File: src/rtl/seg_scan_ctrl.sv
// seg_scan_ctrl
//   Time-multiplexed scan controller for a DIGITS-wide 7-segment display that
//   shares one BCD-to-7-segment decoder. One digit is presented at a time on
//   bcd_out while its common line is enabled through one-hot digit_en. Each
//   digit is shown for DIV cycles, followed by GAP cycles of all-off dead time.
//   New values arrive through a valid/ready handshake into a shadow register
//   and are only copied into the displayed value at a frame boundary (or at
//   once while the display is off), so a frame is never torn.
//
// Ports
//   clk        system clock, rising edge
//   rst_n      asynchronous active-low reset
//   en         scan enable; low forces the display off
//   lz_en      leading-zero suppression enable
//   upd_valid  new display value offered
//   upd_data   new value, digit i at [4i+3:4i]
//   upd_ready  shadow register free (= ~pending)
//   upd_done   one-cycle pulse when a pending value becomes the displayed value
//   bcd_out    digit code to the decoder; 4'hF = blank
//   digit_en   one-hot digit enable; all zero when off or in the gap
module seg_scan_ctrl #(
    parameter int DIGITS = 4,
    parameter int DIV    = 4,
    parameter int GAP    = 1
) (
    input  logic                  clk,
    input  logic                  rst_n,
    input  logic                  en,
    input  logic                  lz_en,
    input  logic                  upd_valid,
    input  logic [4*DIGITS-1:0]   upd_data,
    output logic                  upd_ready,
    output logic                  upd_done,
    output logic [3:0]            bcd_out,
    output logic [DIGITS-1:0]     digit_en
);

    localparam int CMAX  = (DIV > GAP) ? DIV : GAP;
    localparam int CMAX2 = (CMAX > 2) ? CMAX : 2;
    localparam int CW    = $clog2(CMAX2);
    localparam int IW    = $clog2(DIGITS);
    localparam int GAP_L = (GAP > 0) ? GAP - 1 : 0;

    localparam logic [CW-1:0]     DIV_LAST = CW'(DIV - 1);
    localparam logic [CW-1:0]     GAP_LAST = CW'(GAP_L);
    localparam logic [IW-1:0]     IDX_LAST = IW'(DIGITS - 1);
    localparam logic [DIGITS-1:0] ONE_HOT0 = {{(DIGITS-1){1'b0}}, 1'b1};

    typedef enum logic [1:0] {
        ST_OFF,
        ST_SHOW,
        ST_GAP
    } state_t;

    state_t              state, state_nxt;
    logic [IW-1:0]       idx, idx_nxt;
    logic [CW-1:0]       cnt, cnt_nxt;
    logic [4*DIGITS-1:0] disp, disp_nxt;
    logic [4*DIGITS-1:0] shadow;
    logic                pending;
    logic                apply;
    logic                adv;

    // Displayed code for digit i: blank when suppression is on and this digit
    // and everything above it is zero. Digit 0 always shows.
    function automatic logic [3:0] eff(input logic [4*DIGITS-1:0] v,
                                       input logic [IW-1:0]       i,
                                       input logic                lz);
        logic upper_zero;
        upper_zero = 1'b1;
        for (int j = 0; j < DIGITS; j++) begin
            if (j >= int'(i) && v[4*j +: 4] != 4'h0) upper_zero = 1'b0;
        end
        if (lz && i != '0 && upper_zero) return 4'hF;
        return v[4*int'(i) +: 4];
    endfunction

    always_comb begin
        state_nxt = state;
        idx_nxt   = idx;
        cnt_nxt   = cnt;
        apply     = 1'b0;
        adv       = 1'b0;

        if (!en) begin
            state_nxt = ST_OFF;
            idx_nxt   = '0;
            cnt_nxt   = '0;
            // While parked in OFF nothing is on screen, so a pending value
            // can be taken over without waiting for a frame boundary.
            apply     = (state == ST_OFF) && pending;
        end else begin
            case (state)
                ST_OFF: begin
                    apply     = pending;
                    state_nxt = ST_SHOW;
                    idx_nxt   = '0;
                    cnt_nxt   = '0;
                end
                ST_SHOW: begin
                    if (cnt == DIV_LAST) begin
                        if (GAP > 0) begin
                            state_nxt = ST_GAP;
                            cnt_nxt   = '0;
                        end else begin
                            adv = 1'b1;
                        end
                    end else begin
                        cnt_nxt = cnt + 1'b1;
                    end
                end
                ST_GAP: begin
                    if (cnt == GAP_LAST) adv = 1'b1;
                    else                 cnt_nxt = cnt + 1'b1;
                end
                default: state_nxt = ST_OFF;
            endcase
        end

        if (adv) begin
            state_nxt = ST_SHOW;
            cnt_nxt   = '0;
            if (idx == IDX_LAST) begin
                // Frame boundary: the only point a running display swaps value.
                idx_nxt = '0;
                apply   = pending;
            end else begin
                idx_nxt = idx + 1'b1;
            end
        end

        disp_nxt = apply ? shadow : disp;
    end

    always_ff @(posedge clk or negedge rst_n) begin
        if (!rst_n) begin
            state    <= ST_OFF;
            idx      <= '0;
            cnt      <= '0;
            disp     <= '0;
            shadow   <= '0;
            pending  <= 1'b0;
            upd_done <= 1'b0;
            digit_en <= '0;
            bcd_out  <= 4'hF;
        end else begin
            state    <= state_nxt;
            idx      <= idx_nxt;
            cnt      <= cnt_nxt;
            disp     <= disp_nxt;
            upd_done <= apply;
            // apply implies pending was set, so no transfer can collide with it.
            if (apply) begin
                pending <= 1'b0;
            end else if (upd_valid && !pending) begin
                pending <= 1'b1;
                shadow  <= upd_data;
            end
            // Outputs follow the state being entered so they line up with it.
            if (state_nxt == ST_SHOW) begin
                digit_en <= ONE_HOT0 << idx_nxt;
                bcd_out  <= eff(disp_nxt, idx_nxt, lz_en);
            end else begin
                digit_en <= '0;
                bcd_out  <= 4'hF;
            end
        end
    end

    assign upd_ready = ~pending;

endmodule
File: config.mk
export PLATFORM = sky130hd
export DESIGN_NAME = seg_scan_ctrl
export DESIGN_NICKNAME = d
export VERILOG_FILES = /design/src/rtl/seg_scan_ctrl.sv
export SDC_FILE = /design/constraint.sdc
export NUM_CORES = 1
export LEC_CHECK = 0
export CORE_MARGIN = 1
export CORE_UTILIZATION = 54
export CTS_CLUSTER_DIAMETER = 200
export DETAILED_ROUTE_END_ITERATION = 12
export PLACE_DENSITY = 0.82
export SYNTH_ARGS = -nofsm -noshare
export SYNTH_HDL_FRONTEND = slang
export SYNTH_SLANG_ARGS = --single-unit
File: constraint.sdc
create_clock -name clk -period 2.7 [get_ports clk]
set_clock_uncertainty 0.05 [all_clocks]
set_input_delay 0.54 -clock clk [delete_from_list [all_inputs] [get_ports clk]]
set_output_delay 0.54 -clock clk [all_outputs]
set_load 0.1 [all_outputs]
==> results.cfg <==
[sta]
timing.setup.tns_ns = 0
fin_crit_sh_pct = 84.28
setup_viol = 0
finalCriticalPeriod_ns = 2.275
timing.fmax_ghz = 0.4395
rsz0062_at_grt = no
relSlewSlack_pct = 68.12
final_hold_viol_count = 0
maxSlewViolCount = 0
setup_slack_ns = 0.4246
worst_pin_slew_ns = 0.4720

[critical_path]
start_kind = flip-flop
critPathArrivalTime_ns = 2.42
cp.required_ns = 2.85
endpoint_kind = flip-flop
cp_max_fo = 11
crit_type = flip-flop to flip-flop

[synthesis]
yosys_register_bits = 48
yosysUniqueCellTypes = 36
synthCells = 183
avgSynthCellArea_sq_um = 12.21
synth_area_sq_um = 2235
synth.yosys.seq_area_share_pct = 53.98
yosys_warnings = 0
synth.area.top_cells = dfrtp_1, mux2_2, dfstp_2
yosysTopAreaCell = dfrtp_1
syn-num-nets = 211
synth.top_cell.area_share_pct = 49.27

[power]
ir_drop_uv = 445.7
p_leak_nw = 1.185
power_density_nw_per_um2 = 871.1

[detailed_routing]
avgViaCountPerCell = 5.728
drt_pass1_iterations = 5
vias = 1535
drt_wl_total_mm = 4.143
post_drt_wl_per_cell_um = 15.46
drt_iter0_markers = 104
ant_nets = 0
route.detailed.drc = 0

[global_routing]
antenna_found_initial = 0
gr-total-overflow = 0
track_usage_pct = 21.79
busiest_layer = met2
grt_pass1_wl_mm = 6.989
grt_pass1_vias = 1498
use_met2_pct = 34.69
use_met1_pct = 28.62
grt_max_degree = 33
met3_usage_pct = 5.000

[flow_run]
drv_cap = 0

[placed_design]
dp.cells = 260
gp_congestion = 0.8889
portBuffers = 30
dp_hpwl_mm = 3.114
dp_slack_ns = 0.2571

[layout]
final_cells = 268
multi_input_area_sq_um = 949.7
diodes = 0
final_nets = 245
final.fill_count = 309
syn_to_final_growth_pct = 19.88
regArea_sq_um = 1206
most-common-layout-cells = dfrtp_1, mux2_2, clkdlybuf4s50_1
final_common_cell = dfrtp_1
drive_above_1_share_pct = 27.06

[clocking]
holdBufCountCts = 0
postCtsSetupBuffers = 0
worstSkewPairLatency_ns = 0.30
cts_sinks = 48
ctsResizeCount = 0
numCtsBuffers = 5
cts_tree = yes
ctsHtreeMaxLevel = 2
clkTransAtPathRegs_ns = 0.08
cts_buffer_depth = 2
cts-root-buf = clkbuf_8

[die]
die_h_um = 66.33
die_w_um = 66.33
initial_core_util_pct = 55.86
io_pins = 31
die_area_sq_um = 4400
num_rows = 23
core_sq_um = 4000

[outcome]
outcome = complete, no violations

[hold_path]
hold_class = primary input to async pin
## path summary, 6_finish.rpt
path / cells past startpoint / slack [ns] / startpoint / end
worst max-delay path: 7 / 0.42 / state[0] / bcd_out[1]
worst min register to register: 1 / 0.46 / disp[3] / disp[3]
max in group asynchronous: 2 / 1.74 / rst_n / bcd_out[1]
worst min-delay path: 1 / 0.1 / rst_n / cnt[0]
worst max register to register: 7 / 0.42 / state[0] / bcd_out[1]
min in group clk: 1 / 0.46 / disp[3] / disp[3]
## metal layers
layer,routed length [um],share of wire (%)
met1,1897,46
met2,2001,48
met3,185,4.5
met4,59,1.4
met5,0,0
## critical path, stage by stage (launching register included)
cell and delay, ns:
dfrtp_1 0.43, inv_1 0.10, ha_1 0.38, a41oi_1 0.30, o211ai_1 0.27, a311oi_1 0.12, o211ai_1 0.33, o2111ai_1 0.19
## logic make-up (layout without fill, tap and decap cells)
family | after synthesis | after routing | share of synthesized area [%]
simple gates | 46 | 46 | 11.03
flops | 48 | 48 | 53.98
fa+ha+maj | 7 | 7 | 3.919
compound gates | 34 | 34 | 10.97
buf+inv | 16 | 51 | 3.527
mux | 32 | 32 | 16.57
## cells in the mapped netlist
cell type   n
dfrtp_1    44
mux2_2     24
inv_1       9
o21ai_0     9
nand2_1     8
ha_1        7
nor2_1      7
o211ai_1    7
nand3_1     6
nand4_1     5
nor4_1      5
o2111ai_1   5
a21oi_1     4
dfstp_2     4
mux2_4      4
mux2i_1     4
buf_2       3
nor2b_1     3
nor3_1      3
and2_1      2
and3_1      2
buf_4       2
o21a_1      2
or4_1       2
a211oi_1    1
a22oi_1     1
a311oi_1    1
a31oi_1     1
a41o_4      1
a41oi_1     1
buf_6       1
clkbuf_1    1
nand2_2     1
nand2_4     1
nand2b_1    1
o21ai_2     1
## registers in the layout, indices dropped and copies added (netlist names)
| name | flops |
|---|---|
| cnt | 2 |
| disp | 16 |
| bcd_out | 4 |
| shadow | 16 |
| idx | 2 |
| state | 2 |
| pending | 1 |
| digit_en | 4 |
| upd_done | 1 |
## cell type report
| cell class | count | area share (%) |
|---|---|---|
| timing repair buffer | 34 | 11.21 |
| multi-input combinational | 119 | 35.45 |
| clock inverter | 1 | 1.121 |
| clock buffer | 7 | 3.596 |
| sequential | 48 | 45.03 |
| inverter | 9 | 1.261 |
| tap | 50 | 2.335 |
## power breakdown
group,internal [W],switching [W],total [W]
clock network,0.000327,0.000233,0.000559
registers,0.000956,0.000136,0.00109
logic,0.000295,0.000387,0.000682
## metrics by stage
step	hold slack [ns]	instance area (sq um)	power [W]	utilization [%]
2_1_floorplan	0.1944	2235	0.001608	-
4_1_cts	0.1080	2679	0.002351	66.97
5_1_grt	0.1163	2679	0.002459	66.97
6_report	0.09647	2679	0.002333	66.97
3_5_place_dp	0.4339	2552	0.001792	63.81
3_3_place_gp	0.4300	2552	0.001763	63.81
Note: power is estimated with default switching activity, not from simulation.
